## src/rtl/door_motor_ctrl.sv

```systemverilog
// door_motor_ctrl
//   Reversible garage-door motor controller. Takes a push-button, two limit
//   switches and an obstruction sensor (all already debounced) and produces
//   registered raise/lower commands for the motor driver stage.
//   It reacts only to the rising edge of the button. It can stop mid-travel,
//   auto-reverses a closing door on obstruction, and holds both motor outputs
//   low for a dead time before any direction reversal. A run-time watchdog
//   latches a fault that only fault_clr or reset can leave.
//
// Parameters
//   RUN_TIMEOUT  cycles a motor output may stay high before FAULT (2 .. 2**CNT_W-1)
//   DEAD_CYCLES  cycles both motors are held low before a reversal (1 .. 2**CNT_W-1)
//   CNT_W        width of the shared cycle counter
//
// Ports
//   clk            clock, rising edge
//   rst_n          synchronous reset, active low
//   activate       push button level; only its rising edge acts
//   up_limit       door fully open
//   dn_limit       door fully closed
//   obstruct       obstruction sensor, active high
//   fault_clr      single-cycle fault acknowledge
//   motor_up_q     registered raise command
//   motor_dn_q     registered lower command
//   fault_q        registered, high while in FAULT
//   control_state  registered current state encoding

module door_motor_ctrl #(
  parameter int unsigned RUN_TIMEOUT = 64,
  parameter int unsigned DEAD_CYCLES = 4,
  parameter int unsigned CNT_W       = 16
) (
  input  logic       clk,
  input  logic       rst_n,
  input  logic       activate,
  input  logic       up_limit,
  input  logic       dn_limit,
  input  logic       obstruct,
  input  logic       fault_clr,
  output logic       motor_up_q,
  output logic       motor_dn_q,
  output logic       fault_q,
  output logic [2:0] control_state
);

  typedef enum logic [2:0] {
    S_RESOLVE   = 3'd0,
    S_IDLE_UP   = 3'd1,
    S_MOVING_DN = 3'd2,
    S_IDLE_DN   = 3'd3,
    S_MOVING_UP = 3'd4,
    S_STOPPED   = 3'd5,
    S_PAUSE     = 3'd6,
    S_FAULT     = 3'd7
  } state_t;

  localparam logic [CNT_W-1:0] CNT_MAX   = '1;
  localparam logic [CNT_W-1:0] CNT_ONE   = {{(CNT_W-1){1'b0}}, 1'b1};
  // The counter reads 0 during the first cycle in a state, so the last
  // permitted cycle is reached when it reads LIMIT-1.
  localparam logic [CNT_W-1:0] RUN_LAST  = CNT_W'(RUN_TIMEOUT - 1);
  localparam logic [CNT_W-1:0] DEAD_LAST = CNT_W'(DEAD_CYCLES - 1);

  // Saturating increment so a very long dwell cannot wrap back to zero.
  function automatic logic [CNT_W-1:0] sat_inc(input logic [CNT_W-1:0] v);
    if (v == CNT_MAX) begin
      return v;
    end
    return v + CNT_ONE;
  endfunction

  function automatic logic is_timed(input state_t s);
    return (s == S_MOVING_UP) || (s == S_MOVING_DN) || (s == S_PAUSE);
  endfunction

  state_t           state_q;
  state_t           state_nxt;
  logic [CNT_W-1:0] cnt_q;
  logic [CNT_W-1:0] cnt_nxt;
  logic             last_up_q;    // last travel direction: 1 = up, 0 = down
  logic             last_up_nxt;
  logic             tgt_up_q;     // direction to take when PAUSE ends
  logic             tgt_up_nxt;
  logic             act_d;
  logic             act_edge;
  logic             run_done;
  logic             dead_done;

  assign act_edge      = activate & ~act_d;
  assign run_done      = (cnt_q >= RUN_LAST);
  assign dead_done     = (cnt_q >= DEAD_LAST);
  assign control_state = state_q;

  always_ff @(posedge clk) begin
    if (!rst_n) begin
      state_q    <= S_RESOLVE;
      cnt_q      <= '0;
      last_up_q  <= 1'b0;
      tgt_up_q   <= 1'b0;
      act_d      <= 1'b1;   // a button held through reset is not an edge
      motor_up_q <= 1'b0;
      motor_dn_q <= 1'b0;
      fault_q    <= 1'b0;
    end else begin
      state_q    <= state_nxt;
      cnt_q      <= cnt_nxt;
      last_up_q  <= last_up_nxt;
      tgt_up_q   <= tgt_up_nxt;
      act_d      <= activate;
      motor_up_q <= (state_nxt == S_MOVING_UP);
      motor_dn_q <= (state_nxt == S_MOVING_DN);
      fault_q    <= (state_nxt == S_FAULT);
    end
  end

  always_comb begin
    state_nxt   = state_q;
    last_up_nxt = last_up_q;
    tgt_up_nxt  = tgt_up_q;

    if (state_q == S_MOVING_DN) last_up_nxt = 1'b0;
    if (state_q == S_MOVING_UP) last_up_nxt = 1'b1;

    // Both limits closed at once means a broken switch or wiring.
    if (up_limit && dn_limit && (state_q != S_FAULT)) begin
      state_nxt = S_FAULT;
    end else begin
      unique case (state_q)
        S_RESOLVE: begin
          if (up_limit) begin
            state_nxt = S_IDLE_UP;
          end else if (dn_limit) begin
            state_nxt = S_IDLE_DN;
          end else begin
            // Position unknown: treat as having gone down so the next press raises.
            state_nxt   = S_STOPPED;
            last_up_nxt = 1'b0;
          end
        end
        S_IDLE_UP: begin
          if (act_edge && !obstruct) state_nxt = S_MOVING_DN;
        end
        S_IDLE_DN: begin
          if (act_edge) state_nxt = S_MOVING_UP;
        end
        S_MOVING_DN: begin
          if (dn_limit) begin
            state_nxt = S_IDLE_DN;
          end else if (obstruct) begin
            state_nxt  = S_PAUSE;
            tgt_up_nxt = 1'b1;
          end else if (act_edge) begin
            state_nxt = S_STOPPED;
          end else if (run_done) begin
            state_nxt = S_FAULT;
          end
        end
        S_MOVING_UP: begin
          if (up_limit) begin
            state_nxt = S_IDLE_UP;
          end else if (act_edge) begin
            state_nxt = S_STOPPED;
          end else if (run_done) begin
            state_nxt = S_FAULT;
          end
        end
        S_STOPPED: begin
          if (act_edge) begin
            state_nxt  = S_PAUSE;
            tgt_up_nxt = ~last_up_q;
          end
        end
        S_PAUSE: begin
          if (dead_done) begin
            if (tgt_up_q) begin
              state_nxt = S_MOVING_UP;
            end else if (obstruct) begin
              state_nxt = S_STOPPED;
            end else begin
              state_nxt = S_MOVING_DN;
            end
          end
        end
        S_FAULT: begin
          if (fault_clr) state_nxt = S_RESOLVE;
        end
        default: state_nxt = S_RESOLVE;
      endcase
    end
  end

  // Shared counter: restarts on entry to a timed state, counts while in it.
  always_comb begin
    cnt_nxt = '0;
    if (is_timed(state_nxt)) begin
      if (state_nxt != state_q) begin
        cnt_nxt = '0;
      end else begin
        cnt_nxt = sat_inc(cnt_q);
      end
    end
  end

endmodule

```

## config.mk

```make
export PLATFORM = sky130hd
export DESIGN_NAME = door_motor_ctrl
export DESIGN_NICKNAME = d
export VERILOG_FILES = /design/src/rtl/door_motor_ctrl.sv
export SDC_FILE = /design/constraint.sdc
export NUM_CORES = 1
export LEC_CHECK = 0
export CAP_MARGIN = 20
export CORE_MARGIN = 2
export CORE_UTILIZATION = 40
export DETAILED_ROUTE_END_ITERATION = 12
export SYNTH_ARGS = -nofsm -noshare
export SYNTH_HDL_FRONTEND = slang
export SYNTH_SLANG_ARGS = --single-unit
```

## constraint.sdc

```tcl
create_clock -name clk -period 3 [get_ports clk]
set_input_delay 0.6 -clock clk [delete_from_list [all_inputs] [get_ports clk]]
set_output_delay 0.6 -clock clk [all_outputs]
set_load 0.01 [all_outputs]
```

# After elaboration in Yosys (flattened, before gate mapping)
# Index checks and enable logic that the tools add are counted.
# op_classes
magnitude_cmp	2
reduce_logical	10
n_bitwise	6
add_sub_neg	1
eq_ne	18
muxes	30
# ops
cell	count
$mux 3	15
$pmux 3 s8	1
$eq 3x3->1 const B	7
$add 16x1->16 const B	1
$eq 16x16->1 const B	1
$ge 16x2->1 const B	1
$ge 16x6->1 const B	1
$mux 16	1
$mux 1	12
$eq 3x2->1 const B	3
$ne 2x2->1 const B	4
$not 1->1	5
$reduce_and 5->1	1
$eq 3x1->1 const B	1
$logic_and 1x1->1	3
$logic_not 3->1	1
$ne 3x3->1	1
$ne 3x3->1 const B	1
$reduce_or 3->1	1
$logic_or 1x1->1	2
$pmux 1 s2	1
$reduce_bool 2->1	1
$and 1x1->1	1
$logic_not 1->1	1
# totals
word_cells	75
input_bits	7
regBits	25
out_inout_bits	6

# Longest topological paths before layout
# logic_depth
depth_word	12
mapped_depth	8
ltp_nobuf	7

# Least setup slack after synthesis
# OpenSTA, ideal clock, no wires.
# synth_timing
path_kind	register to register
start	reg cnt_q[0]
end	reg cnt_q[0]
path_stages_with_launch	9
setup_slack_ps	878
setup_time_ps	92
n_path_buf	1
t_arrival_ps	2030
required_time_ps	2908
synth_period_minus_slack_ps	2122
cell_sequence	dfxtp_1 > ha_1 > and3_1 > and3_1 > o311ai_2 > nand2_1 > or4_1 > buf_2 > nor4_1
# synth_between
elab_chain_len	12
word_cells_on_any_way	25
classes_between	add/sub: 1; order compare: 2; eq/ne: 6; mux: 12; bitwise: 1; reduce/logical: 3
# synth_rtl
item	line_no	source
start, declared	78	logic [CNT_W-1:0] cnt_q;
start signal, assigned	106	cnt_q <= cnt_nxt;
$ge 16x6->1	90	assign run_done = (cnt_q >= RUN_LAST);
$mux 3	154, 163	
$mux 3	152	end else if (act_edge) begin
$mux 3	149	end else if (obstruct) begin
$mux 3	147	if (dn_limit) begin
$pmux 3 s8	128	unique case (state_q)
$mux 3	125	if (up_limit && dn_limit && (state_q != S_FAULT)) begin
$eq 3x3->1 or $eq 3x2->1 (tied branches)	73	return (s == S_MOVING_UP) || (s == S_MOVING_DN) || (s == S_PAUSE);
$logic_or 1x1->1 (2 in series)	73	
$not 1->1 (no line)	--	
$reduce_or 3->1 (no line)	--	
# Parallel ways exist; a longest one is shown, timed or not. The select of a mux whose other input is x is not followed.
# A chain may end at the register's enable or synchronous reset.

# Worst setup path in the final report
# layout_timing
start	in activate
end	reg cnt_q[1]
# layout_between
elab_chain_len	11
word_cells_on_any_way	19
classes_between	eq/ne: 4; mux: 9; bitwise: 2; reduce/logical: 4
# layout_rtl
item	line_no	source
start, declared	35	input logic activate,
$and 1x1->1 *	89	assign act_edge = activate & ~act_d;
$mux 3	152	
$mux 3	149	
$mux 3	147	
$pmux 3 s8 *	128	
$mux 3 *	125	
$eq 3x3->1 or $eq 3x2->1 (tied branches)	73	
$logic_or 1x1->1 (2 in series)	73	
$not 1->1 (no line)	--	
$reduce_or 3->1 (no line) *	--	
# Every way passes the cells marked *; elsewhere a longest branch is shown, timed or not.

==> results.md <==
- Status: finished clean
- CP arrival: 2.80 ns
- Root Buffer Master: clkbuf_4
- Skew final: 0.004314 ns
- Fmax: 388.7 MHz
- Maximum fanout along the worst path: 6
- Detailed-route wire length: 2689 um
- Setup violators final: 0
- Mux share of post-synthesis cell area: 1.636%
- Static leakage: 0.5527 nW
- Power Dens Cells: 502.1 nW/um^2
- RSZ-0062 raised after global routing: no
- Power, Total: 0.7205 mW
- Vias in the first global route: 1082
- Post-synthesis area per instance: 8.803 sq um
- Setup TNS Final: 0 ns
- First-pass detailed-route iteration total: 5
- Clk pin slew, worst setup/hold paths: 0.14 ns
- Die area: 3518 sq um
- Min-delay src: last_up_q
- Relative slew margins: 65.23%
- Most common cell in the netlist: dfxtp_1
- Clk_lat worst skew: 0.33 ns
- Slew @ Worst Pin: 0.5208 ns
- Final net count: 170
- WS Path Type: in2reg
- Worst R2R End: cnt_q[1]
- Initial antenna violation count: 0
- Post-synthesis cell type count: 46
- Area delta synth->final: 17.28%
- Max-cap violations: 0
- Antenna cells: 0
- Post-Layout Cell Count: 194
- #FFs+latches synth: 25
- Post-DP HPWL: 2075 um
- Routed WL per cell: 13.86 um
- DRC viols: 0
- Compound-Gate Fraction of Synth Area: 20.14%
- Syn Inst Count: 139
- Number of vias per cell: 5.629
- Final ANT Viol Nets: 0
- Starting Density: 41.09%
- R2R depth: 7
- EDFF count, synth: 0
- Post-CTS Setup Bufs: 0
- P_int: 0.4869 mW
- Crit end category: flip-flop
- Period minus WS final: 2.572 ns
- RePlAce Congestion: 0.9025
- R2r startpoint: cnt_q[0]
- Post-CTS Hold Buffers: 0
- R2R setup slack: 0.57 ns
- Num ports: 13
- Switch share: 32.42%
- # clock sinks: 25
- Placed Cells: 190
- Critical path, cell by cell: clkdlybuf4s50_1, nor2b_1, o21a_1, and3_1, o21ai_0, or4_1, nor4_1
- Final worst-path cycle share: 85.75%
- Flop pwr share: 53.4%
- Die Ht: 59.31 um
- Share of cells above drive strength 1: 8.075%
- Die Width: 59.31 um
- Required time worst endpoint: 3.22 ns
- FP Rows: 20
- WHS Endpoint: last_up_q
- Yosys top cell area share: 40.90%
- Register area share after synthesis: 40.90%
- CTS Buf Count: 3
- Number of H-tree levels: 1
- Via Count: 1092
- Top delay family on crit path: simple AND/OR/NAND/NOR gates
- Fillers: 308
- Leading area contributor after synthesis: dfxtp_1
- Core Area: 2978 sq um
- Largest family of logic cells by synthesized area: simple AND/OR/NAND/NOR gates
- XOR/XNOR Fraction of Synth Area: 2.863%
- CTS tree: yes
- Net switching power of the design: 0.2336 mW
- Total gr overflow: 0
- Max IR drop VDD: 0.0003060 V
- Post-synthesis simple-gate area fraction: 29.86%
- CP startpoint kind: input pin
- Largest net degree at the start of global routing: 18
- Hold path cells: 2
- Bufs on Longest Clock Path: 2
- Drt initial violations: 68
- Warnings, synthesis: 0
- Post-synth top cells: 25 x dfxtp_1, 12 x nand2_1, 9 x o21ai_0, 8 x a21oi_1
- GRT Util Overall: 17.86%
- Synth area leaders: dfxtp_1 41%, o21ai_0 3.7%, nand2_1 3.7%, a21oi_1 3.3%, and3_1 3.1%
- Adder-cell share of the synthesized area: 1.022%
- Port Buffers: 12
- CP peak stage delay: 0.54 ns
- Hold Path Class: reg2reg
- Post-Syn Area: 1224 sq um
- Post-cts sizing count: 0
- Worst path slowest cell: or4_1
- Clk pwr share: 21.5%
- Ys async rst share: 0%
- Prevailing post-synth register cell: dfxtp_1
- Bufs and invs on worst path: 1
- Final Hold Viols: 0
- Global-route wire length before repair: 4761 um
- Final Max Tran Viols: 0
- Comb power frac: 25.1%
-- layer usage --
layer / vias to the layer above / routed length, um / track usage (%)
li1: 551 / - / -
met1: 510 / 1220 / 22.03
met2: 24 / 1297 / 29.36
met3: 7 / 110 / 3.275
met4: 0 / 60 / 9.416
met5: - / 0 / 0
-- metrics by stage --
step | hold WS [ns] | util, % | instance area [sq um] | setup WS [ns]
6_report | 0.5354 | 48.19 | 1435 | 0.4276
3_5_place_dp | 0.5204 | 47.18 | 1405 | 0.1424
3_3_place_gp | 0.5270 | 47.18 | 1405 | 0.1120
5_1_grt | 0.6073 | 48.19 | 1435 | 0.3322
2_1_floorplan | 0.4632 | - | 1257 | 0.8781
4_1_cts | 0.5458 | 48.19 | 1435 | 0.4814
-- worst max path at each step --
stage                      from  endpoint  cells past startpoint
2_1_floorplan          cnt_q[0]  cnt_q[0]                      8
3_3_place_gp           activate  cnt_q[1]                      7
3_5_place_dp           activate  cnt_q[1]                      7
4_1_cts                activate  cnt_q[1]                      7
5_1_grt        control_state[2]  cnt_q[1]                      6
6_report               activate  cnt_q[1]                      7
-- layout make-up --
cell class / instances / area (sq um) / share of cell area [%]
inverter: 7 / 26.28 / 1.831
clock inverter: 1 / 7.507 / 0.5231
multi-input combinational: 113 / 716.9 / 49.96
clock buffer: 3 / 22.52 / 1.569
tap: 33 / 41.29 / 2.877
sequential: 25 / 500.5 / 34.87
timing repair buffer: 12 / 120.1 / 8.370
-- layout by cell type (no fill, tap or decap), types with 6 or more instances in the layout --
cell             count
nor2_1               7
nand2_1             12
dfxtp_1             25
a21oi_1              8
o21ai_0              9
clkdlybuf4s50_1     12
inv_1                7
and3_1               6
nor4_1               6
conb_1              10
-- power groups by stage --
stage	registers, mW	logic [mW]	clock network (mW)
2_1_floorplan	0.383	0.125	0
3_3_place_gp	0.393	0.179	0
3_5_place_dp	0.393	0.179	0
4_1_cts	0.385	0.180	0.158
5_1_grt	0.391	0.206	0.172
6_report	0.385	0.181	0.155
-- worst register-to-register path: stages, from the launching register on --
cell and delay [ns]:
dfxtp_1 0.36, ha_1 0.24, and3_1 0.22, and3_1 0.24, o311ai_0 0.44, nand3_1 0.13
o221a_2 0.35, nor4_1 0.35
-- cells by family (layout without fill, tap and decap cells) --
kind of cell	after synthesis	after routing
compound gates	34	34
simple gates	62	62
fa+ha+maj	1	1
other cells	1	10
buf+inv	10	23
mux	2	2
xor+xnor	4	4
flops	25	25
-- sequential cells by signal (all words and copies together) (netlist names) --
| signal | flops |
|---|---|
| motor_up_q | 1 |
| last_up_q | 1 |
| act_d | 1 |
| control_state | 3 |
| motor_dn_q | 1 |
| tgt_up_q | 1 |
| cnt_q | 16 |
| fault_q | 1 |
Power figures use the tool's default switching activity.
